`config.mk`:
```
export PLATFORM = sky130hd
export DESIGN_NAME = aa_fetch_sched_flat
export DESIGN_NICKNAME = d
export VERILOG_FILES = /design/src/rtl/aa_fetch_sched_pkg.sv /design/src/rtl/aa_fetch_sched_if.sv /design/src/rtl/aa_fetch_sched_raster_cnt.sv /design/src/rtl/aa_fetch_sched.sv /design/src/flat_wrapper.sv
export SDC_FILE = /design/constraint.sdc
export NUM_CORES = 1
export LEC_CHECK = 0
export CORE_UTILIZATION = 50
export DETAILED_ROUTE_END_ITERATION = 8
export PLACE_DENSITY = 0.76
export SLEW_MARGIN = 10
export SYNTH_ARGS = -nofsm -noshare
export SYNTH_HDL_FRONTEND = slang
export SYNTH_SLANG_ARGS = --single-unit
export TNS_END_PERCENT = 1
```
`constraint.sdc`:
```
create_clock -name clk -period 2.5 [get_ports clk]
set_clock_uncertainty 0.1 [all_clocks]
set_input_delay 0.375 -clock clk [delete_from_list [all_inputs] [get_ports clk]]
set_output_delay 0.375 -clock clk [all_outputs]
set_load 0.03 [all_outputs]
```
`src/rtl/aa_fetch_sched_pkg.sv`:
```
// Shared types for the anti-aliasing fetch scheduler: FSM states, kernel tap
// identifiers and the tap-sequencing helper.
package aa_pkg;

  localparam int AA_TAP_NUM = 5;
  localparam int AA_TAP_W   = $clog2(AA_TAP_NUM);

  typedef enum logic [1:0] {IDLE, FETCH, ISSUE, DONE} aa_sched_state_e;

  // Declaration order is the read order on the frame RAM port.
  typedef enum logic [AA_TAP_W-1:0] {TAP_C, TAP_N, TAP_S, TAP_W, TAP_E} aa_tap_e;

  // Next tap in read order; saturates at the last tap.
  function automatic aa_tap_e aa_next_tap(input aa_tap_e tap);
    return (tap == TAP_E) ? TAP_E : aa_tap_e'(tap + AA_TAP_W'(1));
  endfunction

endpackage

```
`src/rtl/aa_fetch_sched_if.sv`:
```
// Frame RAM read port plus the neighbourhood bundle handed to the AA datapath.
// master = scheduler side, slave = RAM / filter side.
interface aa_fetch_sched_if #(
  parameter int PIX_W  = 8,
  parameter int ADDR_W = 19
);
  logic              mem_rd_en;
  logic [ADDR_W-1:0] mem_rd_addr;
  logic [PIX_W-1:0]  mem_rd_data;
  logic              px_valid;
  logic              px_ready;
  logic [PIX_W-1:0]  px_c;
  logic [PIX_W-1:0]  px_n;
  logic [PIX_W-1:0]  px_s;
  logic [PIX_W-1:0]  px_w;
  logic [PIX_W-1:0]  px_e;
  logic              px_border;
  logic [ADDR_W-1:0] px_addr;

  modport master (
    output mem_rd_en, mem_rd_addr,
    input  mem_rd_data,
    output px_valid,
    input  px_ready,
    output px_c, px_n, px_s, px_w, px_e, px_border, px_addr
  );

  modport slave (
    input  mem_rd_en, mem_rd_addr,
    output mem_rd_data,
    input  px_valid,
    output px_ready,
    input  px_c, px_n, px_s, px_w, px_e, px_border, px_addr
  );
endinterface

```
`src/rtl/aa_fetch_sched_raster_cnt.sv`:
```
// Raster position counter: row/col/linear address of the current centre pixel,
// with frame-edge flags and the last-pixel flag. The linear address steps by
// one per pixel, so no multiplier is needed.
module aa_raster_cnt #(
  parameter int FRAME_W = 640,
  parameter int FRAME_H = 480,
  parameter int ADDR_W  = 19
) (
  input  logic              clk,
  input  logic              reset,
  input  logic              i_clear,
  input  logic              i_advance,
  output logic [ADDR_W-1:0] o_addr,
  output logic              o_top,
  output logic              o_bot,
  output logic              o_left,
  output logic              o_right,
  output logic              o_border,
  output logic              o_last
);
  localparam int ROW_W = $clog2(FRAME_H);
  localparam int COL_W = $clog2(FRAME_W);

  logic [ROW_W-1:0]  r_row;
  logic [COL_W-1:0]  r_col;
  logic [ADDR_W-1:0] r_addr;

  // Step one pixel in raster order; column wrap carries into the row.
  always_ff @(posedge clk) begin
    if (reset || i_clear) begin
      r_row  <= '0;
      r_col  <= '0;
      r_addr <= '0;
    end else if (i_advance) begin
      r_addr <= r_addr + 1'b1;
      if (r_col == COL_W'(FRAME_W - 1)) begin
        r_col <= '0;
        r_row <= r_row + 1'b1;
      end else begin
        r_col <= r_col + 1'b1;
      end
    end
  end

  assign o_addr   = r_addr;
  assign o_top    = (r_row == '0);
  assign o_bot    = (r_row == ROW_W'(FRAME_H - 1));
  assign o_left   = (r_col == '0);
  assign o_right  = (r_col == COL_W'(FRAME_W - 1));
  assign o_border = o_top | o_bot | o_left | o_right;
  assign o_last   = o_bot & o_right;
endmodule

```
`src/rtl/aa_fetch_sched.sv`:
```
// Fetch scheduler for the 5-point AA kernel. Walks the frame in raster order,
// time-shares the single frame RAM read port over taps C,N,S,W,E and presents
// each neighbourhood on a valid/ready bundle.
// Optional feature macro: AA_BORDER_CLAMP_EN -- border pixels also do the full
// five-read fetch with edge-replicated (clamped) taps. Without it, border
// pixels read only the centre and replicate it into all taps.
module aa_fetch_sched
  import aa_pkg::*;
#(
  parameter int FRAME_W = 640,
  parameter int FRAME_H = 480,
  parameter int PIX_W   = 8,
  parameter int ADDR_W  = 19
) (
  input  logic                   clk,
  input  logic                   reset,
  input  logic                   start,
  output logic                   busy,
  output logic                   done,
  output logic [15:0]            frame_cnt,
  aa_fetch_sched_if.master       bus
);
  aa_sched_state_e   r_state;
  logic              r_busy;
  logic              r_done;
  logic [15:0]       r_frame_cnt;
  logic              r_rd_en;
  logic [ADDR_W-1:0] r_rd_addr;
  aa_tap_e           r_rd_tap;
  logic              r_cap_vld;
  aa_tap_e           r_cap_tap;
  logic              r_px_valid;
  logic              r_px_border;
  logic [ADDR_W-1:0] r_px_addr;

  logic [ADDR_W-1:0] w_addr;
  logic              w_top, w_bot, w_left, w_right, w_border, w_last;
  logic              w_clear, w_advance;
  aa_tap_e           w_next_tap;
  aa_tap_e           w_final_tap;
  logic [ADDR_W-1:0] w_tap_addr;
  logic [PIX_W-1:0]  w_tap [AA_TAP_NUM];

  assign w_clear    = (r_state == IDLE) && start;
  assign w_advance  = (r_state == ISSUE) && bus.px_ready && !w_last;
  assign w_next_tap = aa_next_tap(r_rd_tap);

  aa_raster_cnt #(
    .FRAME_W (FRAME_W),
    .FRAME_H (FRAME_H),
    .ADDR_W  (ADDR_W)
  ) u_raster (
    .clk       (clk),
    .reset     (reset),
    .i_clear   (w_clear),
    .i_advance (w_advance),
    .o_addr    (w_addr),
    .o_top     (w_top),
    .o_bot     (w_bot),
    .o_left    (w_left),
    .o_right   (w_right),
    .o_border  (w_border),
    .o_last    (w_last)
  );

`ifdef AA_BORDER_CLAMP_EN
  assign w_final_tap = TAP_E;
`else
  assign w_final_tap = w_border ? TAP_C : TAP_E;
`endif

  // Address of the next tap as a constant offset from the centre; an edge tap
  // falls back to the centre, which is the clamped coordinate and also keeps
  // N/W from underflowing on row 0 / col 0.
  always_comb begin
    w_tap_addr = w_addr;
    case (w_next_tap)
      TAP_N:   if (!w_top)   w_tap_addr = w_addr - ADDR_W'(FRAME_W);
      TAP_S:   if (!w_bot)   w_tap_addr = w_addr + ADDR_W'(FRAME_W);
      TAP_W:   if (!w_left)  w_tap_addr = w_addr - 1'b1;
      TAP_E:   if (!w_right) w_tap_addr = w_addr + 1'b1;
      default: w_tap_addr = w_addr;
    endcase
  end

  // Scheduler FSM: read sequencing, issue handshake and frame bookkeeping.
  always_ff @(posedge clk) begin
    if (reset) begin
      r_state     <= IDLE;
      r_busy      <= 1'b0;
      r_done      <= 1'b0;
      r_frame_cnt <= '0;
      r_rd_en     <= 1'b0;
      r_rd_addr   <= '0;
      r_rd_tap    <= TAP_C;
      r_cap_vld   <= 1'b0;
      r_cap_tap   <= TAP_C;
      r_px_valid  <= 1'b0;
      r_px_border <= 1'b0;
      r_px_addr   <= '0;
    end else begin
      r_done    <= 1'b0;
      r_cap_vld <= r_rd_en;
      r_cap_tap <= r_rd_tap;
      case (r_state)
        IDLE: begin
          if (start) begin
            r_state   <= FETCH;
            r_busy    <= 1'b1;
            r_rd_en   <= 1'b1;
            r_rd_addr <= '0;
            r_rd_tap  <= TAP_C;
          end
        end
        FETCH: begin
          if (r_rd_en) begin
            if (r_rd_tap == w_final_tap) begin
              r_rd_en <= 1'b0;
            end else begin
              r_rd_tap  <= w_next_tap;
              r_rd_addr <= w_tap_addr;
            end
          end
          if (r_cap_vld && (r_cap_tap == w_final_tap)) begin
            r_state     <= ISSUE;
            r_px_valid  <= 1'b1;
            r_px_border <= w_border;
            r_px_addr   <= w_addr;
          end
        end
        ISSUE: begin
          if (bus.px_ready) begin
            r_px_valid <= 1'b0;
            if (w_last) begin
              r_state     <= DONE;
              r_busy      <= 1'b0;
              r_done      <= 1'b1;
              r_frame_cnt <= r_frame_cnt + 1'b1;
            end else begin
              // Raster order makes the next centre simply addr+1.
              r_state   <= FETCH;
              r_rd_en   <= 1'b1;
              r_rd_addr <= w_addr + 1'b1;
              r_rd_tap  <= TAP_C;
            end
          end
        end
        DONE:    r_state <= IDLE;
        default: r_state <= IDLE;
      endcase
    end
  end

  // One capture register per tap; the centre read seeds every tap so border
  // pass-through needs no extra reads.
  for (genvar gi = 0; gi < AA_TAP_NUM; gi++) begin : g_tap
    logic [PIX_W-1:0] r_val;

    // Load this tap when its read data (or the centre's) returns.
    always_ff @(posedge clk) begin
      if (reset) begin
        r_val <= '0;
      end else if (r_cap_vld &&
                   ((r_cap_tap == TAP_C) || (r_cap_tap == aa_tap_e'(AA_TAP_W'(gi))))) begin
        r_val <= bus.mem_rd_data;
      end
    end

    assign w_tap[gi] = r_val;
  end

  assign busy            = r_busy;
  assign done            = r_done;
  assign frame_cnt       = r_frame_cnt;
  assign bus.mem_rd_en   = r_rd_en;
  assign bus.mem_rd_addr = r_rd_addr;
  assign bus.px_valid    = r_px_valid;
  assign bus.px_c        = w_tap[TAP_C];
  assign bus.px_n        = w_tap[TAP_N];
  assign bus.px_s        = w_tap[TAP_S];
  assign bus.px_w        = w_tap[TAP_W];
  assign bus.px_e        = w_tap[TAP_E];
  assign bus.px_border   = r_px_border;
  assign bus.px_addr     = r_px_addr;
endmodule

```
`src/flat_wrapper.sv`:
```
// flat-port wrapper written by rule: the top's interface ports become plain ports
module aa_fetch_sched_flat import aa_pkg::*;
#(
  parameter int FRAME_W = 640,
  parameter int FRAME_H = 480,
  parameter int PIX_W   = 8,
  parameter int ADDR_W  = 19
)
  (clk, reset, start, busy, done, frame_cnt, bus_mem_rd_en, bus_mem_rd_addr, bus_mem_rd_data, bus_px_valid, bus_px_ready, bus_px_c, bus_px_n, bus_px_s, bus_px_w, bus_px_e, bus_px_border, bus_px_addr);
  aa_fetch_sched_if #(.PIX_W(PIX_W), .ADDR_W(ADDR_W)) bus_i ();
  input  logic clk;
  input  logic reset;
  input  logic start;
  output logic busy;
  output logic done;
  output logic [15:0] frame_cnt;
  output wire logic [$bits(bus_i.mem_rd_en)-1:0] bus_mem_rd_en;
  output wire logic [$bits(bus_i.mem_rd_addr)-1:0] bus_mem_rd_addr;
  input wire logic [$bits(bus_i.mem_rd_data)-1:0] bus_mem_rd_data;
  output wire logic [$bits(bus_i.px_valid)-1:0] bus_px_valid;
  input wire logic [$bits(bus_i.px_ready)-1:0] bus_px_ready;
  output wire logic [$bits(bus_i.px_c)-1:0] bus_px_c;
  output wire logic [$bits(bus_i.px_n)-1:0] bus_px_n;
  output wire logic [$bits(bus_i.px_s)-1:0] bus_px_s;
  output wire logic [$bits(bus_i.px_w)-1:0] bus_px_w;
  output wire logic [$bits(bus_i.px_e)-1:0] bus_px_e;
  output wire logic [$bits(bus_i.px_border)-1:0] bus_px_border;
  output wire logic [$bits(bus_i.px_addr)-1:0] bus_px_addr;
  assign bus_mem_rd_en = bus_i.mem_rd_en;
  assign bus_mem_rd_addr = bus_i.mem_rd_addr;
  assign bus_i.mem_rd_data = bus_mem_rd_data;
  assign bus_px_valid = bus_i.px_valid;
  assign bus_i.px_ready = bus_px_ready;
  assign bus_px_c = bus_i.px_c;
  assign bus_px_n = bus_i.px_n;
  assign bus_px_s = bus_i.px_s;
  assign bus_px_w = bus_i.px_w;
  assign bus_px_e = bus_i.px_e;
  assign bus_px_border = bus_i.px_border;
  assign bus_px_addr = bus_i.px_addr;
  aa_fetch_sched #(.FRAME_W(FRAME_W), .FRAME_H(FRAME_H), .PIX_W(PIX_W), .ADDR_W(ADDR_W)) u_core (.clk(clk), .reset(reset), .start(start), .busy(busy), .done(done), .frame_cnt(frame_cnt), .bus(bus_i));
endmodule
```
==> results of run 1 <==
## cells in the final DEF, fill, tap and decap left out, types with 5 or more instances in the layout
cell type,synthesis,routed
buf_4,1,158
dfxtp_1,146,139
nor2_1,134,131
nand2_1,114,113
clkdlybuf4s50_1,0,109
a21oi_1,64,60
mux2i_1,45,45
o21ai_0,42,42
xor2_1,33,32
nand3_1,30,26
xnor2_1,25,25
nand4_1,24,24
inv_1,22,22
nor3_1,21,21
clkbuf_16,0,17
or3_1,15,14
a31oi_1,14,14
ha_1,16,13
and3_1,14,12
and2_1,14,12
a211oi_1,11,11
and4_1,9,7
nand2b_1,7,7
o2111ai_1,7,7
dfxtp_2,0,7
o211ai_1,6,6
nand4b_1,5,5
a21oi_2,1,5
nor4_1,6,5
o22ai_1,5,5
## area by class of cell
cell class	instances	area (sq um)	area share, %
Clock buffer	20	456.7	4.082
Clock inverter	12	147.6	1.320
Inverter	23	86.33	0.7716
Multi-Input combinational cell	759	4920	43.97
Sequential cell	146	2932	26.20
Tap cell	211	264.0	2.360
Timing Repair Buffer	274	2382	21.29
## per-stage QoR
stage	util, %	power [mW]	hold slack, ps
3_5_place_dp	66.79	5.417	345.7
2_1_floorplan	-	4.226	348.6
3_3_place_gp	66.79	5.387	341.6
4_1_cts	71.52	8.097	354.3
6_report	72.79	8.224	359.9
5_1_grt	72.79	8.507	382.0
## metal layers
metal / vias to the layer above / routed length, microns
li1: 4028 / -
met1: 4059 / 11190
met2: 511 / 13150
met3: 115 / 2583
met4: 0 / 1150
met5: - / 0
## worst min path at each step
stage | slack (ps) | depth (start not counted) | to | start
final | 360 | 2 | u_core.bus.px_c[4] | u_core.bus.px_c[4]
after global routing | 380 | 2 | u_core.bus.px_e[2] | u_core.bus.px_e[2]
after CTS | 350 | 2 | u_core.bus.px_c[4] | u_core.bus.px_c[4]
after detailed placement | 350 | 2 | u_core.bus.px_c[4] | u_core.bus.px_c[4]
after global placement | 340 | 2 | u_core.bus.px_e[7] | u_core.bus.px_e[7]
after floorplan | 350 | 2 | u_core.r_rd_tap[1] | u_core.r_rd_tap[1]
## timing repair
action                                  in CTS  in global routing
resized for setup                           23                 45
hold buffers                                 0                  0
setup buffers                                3                  3
pin swaps                                    5                 14
endpoints found under the setup margin      28                 64
## sequential cells by signal, indices dropped and copies added (netlist names), 2 cells and up
signal                  cells
u_core.bus.mem_rd_addr     19
u_core.r_rd_tap             3
u_core.r_cap_tap            3
u_core.bus.px_s             8
u_core.bus.px_c             8
u_core.r_state              2
u_core.u_raster.o_addr     19
u_core.u_raster.r_col      10
u_core.u_raster.r_row       9
u_core.bus.px_w             8
u_core.frame_cnt           16
u_core.bus.px_addr         19
u_core.bus.px_n             8
u_core.bus.px_e             8
## power by group through the flow
stage	combinational (mW)	sequential, mW	clock, mW
2_1_floorplan	1.24	2.98	0
3_3_place_gp	2.69	2.70	0
3_5_place_dp	2.72	2.70	0
4_1_cts	2.81	2.66	2.63
5_1_grt	3.09	2.67	2.74
6_report	2.93	2.66	2.63
## cells by family after synthesis
kind of cell    Yosys count  synth area share [%]
fa+ha+maj                16                 2.513
simple gates            423                 26.11
buf+inv                  94                 4.665
compound gates          217                 17.99
xor+xnor                 58                 6.378
mux                      45                 5.655
flops                   146                 36.69
## worst max-delay path: stages (launching register included)
cell and delay (ps):
dfxtp_2 340, buf_4 140, or3_1 350, or4_4 470, nor3_4 220, nor2_1 70, o311a_1 380, o32ai_2 260
nor2_1 60
==> results by stage, run 1 <==
Logic synthesis:
- The synthesized design contains about 150 register bits.
- In the synthesized netlist, the number of instances is between 900 and 1,000.
- The commonest cells after synthesis are 146 x dfxtp_1, 134 x nor2_1, 114 x nand2_1.
- Counting flops with a built-in enable in the synthesized netlist gives 0.
- Of all flip-flops after synthesis, the portion carrying an async set or reset was 0%.
- In this run the mean area of a mapped cell was 7.973 sq um.
- The net count of the mapped netlist is around 1,000.
- After synthesis, the cell types taking the most area are dfxtp_1 37%, nor2_1 6.3%, mux2i_1 5.7%.
- Sequential cells were found to cover approximately 37% of the synthesized design area.
- The cell taking the most area after synthesis is dfxtp_1.
- The netlist area before placement is around 0.008 sq mm.
- For this run, the number of Yosys warnings is 0.
- The most common cell in the synthesized netlist is dfxtp_1.
- The area share of the largest cell type after synthesis is between 30 and 40%.
- For this run, the leading register cell type out of synthesis is dfxtp_1.
- The count of unique library cells instantiated by Yosys is slightly below 80.

Power and ir drop:
- The portion of total power attributed to the clock network is 32.0%.
- In this run the power density over the cells is 735.1 mW/mm^2.
- The register share of total power is roughly a third.
- The total leakage power is ~4.3 nW.
- The portion of total power attributed to combinational logic is around 36%.
- The maximum VDD drop is between 500 and 600 uV.
- The internal power of the cells totals approximately 5.3 mW.
- The analysis attributes to net switching a power of ~3 mW.
- Net switching is ~36% of the power.

Job:
- The number of maximum-capacitance violations is 0.

Status:
- The final reports fail on negative setup slack.
- The flow ran to the end, but the final reports show violations.

Cells and area:
- After routing the design area is between 0.01 and 0.015 sq mm.
- After the last flow step, the layout net total stands at approximately 1,200.
- The number of filler cells placed in the layout is between 1,000 and 1,500.
- The synthesis-to-finish area growth is 40.46%.
- The repair_antennas step left the layout with diodes totalling 0.
- The final cell count without fillers is about 1,400.
- The ratio of cells with drive above 1 in the final layout is about 21%.

STA:
- Once routing completed, OpenROAD measured the worst setup slack at -8.155 ps.
- Derived from the worst setup path, the maximum achievable clock frequency is around 400 MHz.
- Setup violations remaining at the end of the flow were counted as 2.
- The smallest clock period supported by the final layout is computed as around 2500 ps.
- The number of hold violations in the final report is 0.
- At the pin with the least slew margin, the transition time is 942.7 ps.
- The count of final max-slew check failures is 0.
- The final critical path takes up 100.3% of the cycle.
- The worst pin sits at a relative slew slack of between 30 and 40%.
- Setup repair after global routing could not meet its margin everywhere.
- The setup TNS is -15.97 ps.

Worst setup path:
- The path depth of the worst reg2reg path is 8.
- Of all nets on the critical path, the largest fanout is 5.
- The type of the worst setup path is register to register.
- The reg-to-reg startpoint is u_core.u_raster.o_addr[7].
- The setup slack on the worst flop-to-flop path is -8 ps.
- Data on the critical path is required at its endpoint by roughly 2700 ps.
- The critical path endpoint is u_core.bus.mem_rd_addr[14].
- The worst setup path is captured at a register.
- The worst register-to-register path ends at u_core.bus.mem_rd_addr[14].
- The start point of the critical path is u_core.u_raster.o_addr[7].
- STA puts the critical path data arrival time at ~2700 ps.
- The startpoint type of the worst setup path is a register.

Place:
- The placed cell count is approximately 1,400.
- The final weighted congestion of routability-driven global placement is ~1.0.
- Summing all placed instances gives a cell area of a little over 0.01 sq mm.
- The worst slack at placement is -165.7 ps.
- Detailed placement ended at an HPWL of about 20 mm.
- The count of buffers inserted at the top-level ports is 110.

Floorplan:
- The floorplan has between 40 and 50 rows.
- The region available for standard cell placement spans between 0.015 and 0.02 sq mm.
- Once the floorplan was initialized, standard cells occupied between 50 and 60% of the core.
- The die boundary width is around 130 microns.
- The die covers roughly 0.016 sq mm.
- between 100 and 150 I/O pins were placed.
- The die is between 100 and 150 microns tall.

Route:
- The detail-routed via count per cell is ~6.
- The count of routing violations after the opening detailed-route iteration is 942.
- The routed layout has roughly 8,700 vias.
- The final layout contains routed wiring with a total length of 28.07 mm.
- In this run the remaining antenna-violating nets after routing total 0.
- The mean routed wirelength per cell is between 15 and 20 microns.
- The DRC violation count after routing is 0.
- The pre-antenna-repair detailed-routing pass consisted of 6 iterations.

CTS:
- The longest clock path from root to sink contains 2 buffers.
- For the worst-skew pair, the clock arrives at the later sink with an insertion delay of approximately 430 ps.
- Clock tree synthesis inserted a total of 17 buffers.
- The root buffer selected by CTS is clkbuf_16.
- TritonCTS built the clock tree.
- The total number of H-tree levels is 4.
- After clock tree synthesis, the clock-pin slew on the worst setup and hold paths is about 70 ps.
- The total number of clock tree sinks is 146.

Global route:
- The met3 layer usage reported by global route is under 10%.
- Global routing used 34.33% of the available tracks.
- Global routing consumed, on the met2 layer, a little under three fifths of the routing resources.
- The first global-routing pass estimated between 40 and 50 mm of wire.
- The maximum number of pins on one net before global-route repair is 70.
- For this run, global-route usage on met1 was measured as about two fifths.
- The via count of the first global-routing pass is around 8,400.
- The layer with the highest usage after global routing is met2.
- The number of antenna violations at the first check in global routing is 0.
- After global routing the overflow that remains totals 0.

Hold path:
- The tightest min-delay check is of the register to register type.
No activity file was read; power rests on OpenSTA's default activity.
==> run 2, diff against run 1 <==
--- a/config.mk
+++ b/config.mk
@@ -5,9 +5,9 @@
 export SDC_FILE = /design/constraint.sdc
 export NUM_CORES = 1
 export LEC_CHECK = 0
-export CORE_UTILIZATION = 50
+export CORE_UTILIZATION = 44
 export DETAILED_ROUTE_END_ITERATION = 8
-export PLACE_DENSITY = 0.76
+export PLACE_DENSITY = 0.68
 export SLEW_MARGIN = 10
 export SYNTH_ARGS = -nofsm -noshare
 export SYNTH_HDL_FRONTEND = slang
==> run 2 against run 1 <==
  * The run now ends clean
  * First-iteration DRC count rose by 0.42%
  * Sequential power barely moved
  * Setup slack gained 26 ps
  * Largest power group unchanged
==> results by stage, run 2 (synthesis results as in run 1) <==
Route:
- The first routing iteration left ~950 violations.
- The routed layout has 8,549 vias.
- The mean routed wirelength per cell is 18.85 microns.
- The DRC violation count after routing is 0.
- The remaining antenna violation count is 0.
- The final wirelength is 27.42 mm.
- The first TritonRoute pass finished after 7 iterations.
- The detail-routed via count per cell is 5.876.

Global route:
- The overall track demand over capacity in global routing is between 20% and 30%.
- For this run the aggregate overflow at the end of global routing stands at 0.
- The maximum number of pins on one net before global-route repair is 57.
- The via count of the first global-routing pass was a little under 8,000.
- The number of antenna violations at the first check in global routing is 0.
- The first global-routing pass estimated about 41 mm of wire.

Power and ir drop:
- The switching portion of total power is a little under two fifths.
- The net switching power is 3.019 mW.
- The total power after layout is about 8.2 mW.
- In this run the power density over the cells is between 700 and 800 mW/mm^2.
- The cell-internal power is 5.158 mW.
- For this design the static power due to leakage is 4.291 nW.
- The maximum VDD drop is 476.3 uV.
- In this run, the combinational gates consume a little over a third of the power.
- The portion of total power attributed to the clock network is between 30% and 40%.
- The register share of total power is ~33%.

Cells and area:
- At the end of the flow the core is filled with cells to 64.17%.
- In the layout the commonest cells are 152 x buf_4, 141 x dfxtp_1, 132 x nor2_1, 110 x nand2_1, 109 x clkdlybuf4s50_1.
- Leaving out fill and tap cells, the most frequent cell in the layout is buf_4.
- The cell area after layout is between 0.01 and 0.015 sq mm.
- Cells with a size suffix above 1 make up 21.56% of the layout.
- At the end of the flow, the number of nets in the layout was ~1,200.
- The synthesis-to-finish area growth is 40.79%.

Floorplan:
- The effective utilization at floorplan is a little under half.
- Row generation in the floorplan step produced 48 rows.
- The area enclosed by the die boundary is ~0.019 sq mm.
- The die is about 140 microns tall.
- The die boundary width is between 100 and 150 microns.
- between 100 and 150 I/O pins were placed.
- The placeable core area is 0.01748 sq mm.

Worst setup path:
- The path depth of the worst reg2reg path is 10.
- The type of the worst setup path is register to register.
- Walking the worst path, the cells encountered are inv_2, ha_4, nand3b_1, a211o_4, buf_4, buf_4, a21oi_2, o21ai_0, a311o_1, a31oi_1.
- The setup slack on the worst flop-to-flop path is roughly 18 ps.
- In this run the critical register-to-register path is launched from u_core.r_rd_tap[1].
- At the worst endpoint, the required time is around 2800 ps.
- The largest single stage delay on the critical path is between 400 and 500 ps.
- The data arrival time of the critical path is between 2000 and 3000 ps.
- The worst setup path is launched from a register.
- The capturing point of the worst reg2reg path is u_core.bus.mem_rd_addr[9].
- The capturing element type of the critical path is a register.
- Counting stages on the worst path, the most repeated cell is buf_4.
- The maximum fanout encountered on the critical timing path is 4.
- The standard cell with the maximum stage delay on the critical path is a211o_4.

CTS:
- The later pin in the worst-skew pair is clocked with a latency of 430 ps.
- After clock tree synthesis, the clock-pin slew on the worst setup and hold paths is roughly 70 ps.
- The clock tree synthesis step divided the H-tree into 4 levels.
- The largest buffer count on any clock path is 2.
- The CTS buffer count is 17.
- TritonCTS built the clock tree.
- The clock net in this run drives a total of 146 sinks.
- The number of hold buffers added after cts is 0.
- The root buffer selected by CTS is clkbuf_16.

STA:
- Timing would allow up to ~400 MHz.
- Setup repair after global routing could not meet its margin everywhere.
- Setup violations remaining at the end of the flow were counted as 0.
- The worst path uses roughly 99% of the clock period.
- At the pin with the least slew margin, the transition time is between 1000 and 1500 ps.
- The number of hold violations in the final report was 0.
- In this run the tightest slew margin relative to its limit is roughly 28%.
- The clock period minus final worst setup slack is 2482 ps.
- The setup TNS is 0 ps.
- The count of final max-slew check failures came to 0.

Job:
- Across the run, the number of max-cap violations was 0.

Hold path:
- For hold timing, the worst endpoint is u_core.bus.px_addr[4].
- The number of instances on the worst hold path is 2.
- The path class of the tightest hold or removal check is input port to register.
- The worst hold path begins at reset.

Status:
- The run finished with clean final reports.

Place:
- Input and output buffers added on the ports amount to 110.
- The post-placement cell area is between 0.01 and 0.015 sq mm.
- The total half-perimeter wirelength after legalization and detailed placement is approximately 20 mm.
- The final weighted congestion of routability-driven global placement is between 0.9 and 1.
-- run 2: cell count changes in the layout (fill, tap and decap cells not counted), sizes merged --
cell	previous run	this run
buf	165	160
bufinv	2	1
inv	27	31
clkbuf	20	18
clkinv	2	4
diode	0	1
clkinvlp	4	1
-- run 2: routing by layer --
metal,GRT usage (%),up-vias,share of wire [%]
li1,-,4001,-
met1,38.47,3993,43
met2,45.46,456,44
met3,7.296,99,9.3
met4,11.98,0,3.3
met5,0,-,0
-- run 2: worst max-delay path: cells and delay by family, from the launching register on --
family / cells / cell delay, ps
compound gates: 5 / 1160
flops: 1 / 370
simple gates: 1 / 250
buf+inv: 3 / 370
fa+ha+maj: 1 / 160
-- run 2: area by class of cell --
type / instances / area [sq um]
Antenna cell: 1 / 2.502
Tap cell: 225 / 281.5
Multi-Input combinational cell: 759 / 4962
Clock inverter: 14 / 160.2
Clock buffer: 18 / 439.2
Fill cell: 1489 / 6262
Inverter: 23 / 86.33
Timing Repair Buffer: 269 / 2349
Sequential cell: 146 / 2934
-- run 2: worst max path at each step --
stage          cells after the start                          to          startpoint  slack, ps
2_1_floorplan                     11   u_core.bus.mem_rd_addr[7]  u_core.r_rd_tap[0]         -9
3_3_place_gp                       9  u_core.bus.mem_rd_addr[14]               start       -100
3_5_place_dp                      10   u_core.bus.mem_rd_addr[7]  u_core.r_rd_tap[0]       -160
4_1_cts                           10  u_core.bus.mem_rd_addr[12]  u_core.r_rd_tap[0]        -30
5_1_grt                           10   u_core.bus.mem_rd_addr[9]  u_core.r_rd_tap[0]        -90
6_report                          10   u_core.bus.mem_rd_addr[9]  u_core.r_rd_tap[1]         20
-- run 2: repair_timing --
item | in CTS | in global routing
setup endpoints to repair | 16 | 62
pin swaps | 3 | 23
gates resized for setup | 12 | 67
buffers inserted | 2 | 3
-- run 2: power groups by stage --
stage	clock network [mW]	logic (mW)	registers, mW
after floorplan	0	1.24	2.98
after global placement	0	2.65	2.70
after detailed placement	0	2.67	2.70
after CTS	2.66	2.71	2.65
after global routing	2.76	3.06	2.67
final	2.63	2.90	2.65
-- run 2: through the flow --
stage          hold slack [ps]  setup slack [ps]  cells
2_1_floorplan            348.6            -9.457    999
3_3_place_gp             341.9            -98.44   1417
3_5_place_dp             346.6            -163.0   1417
4_1_cts                  165.4            -25.09   1451
5_1_grt                  179.4            -88.63   1454
6_report                 181.6             17.86   1455
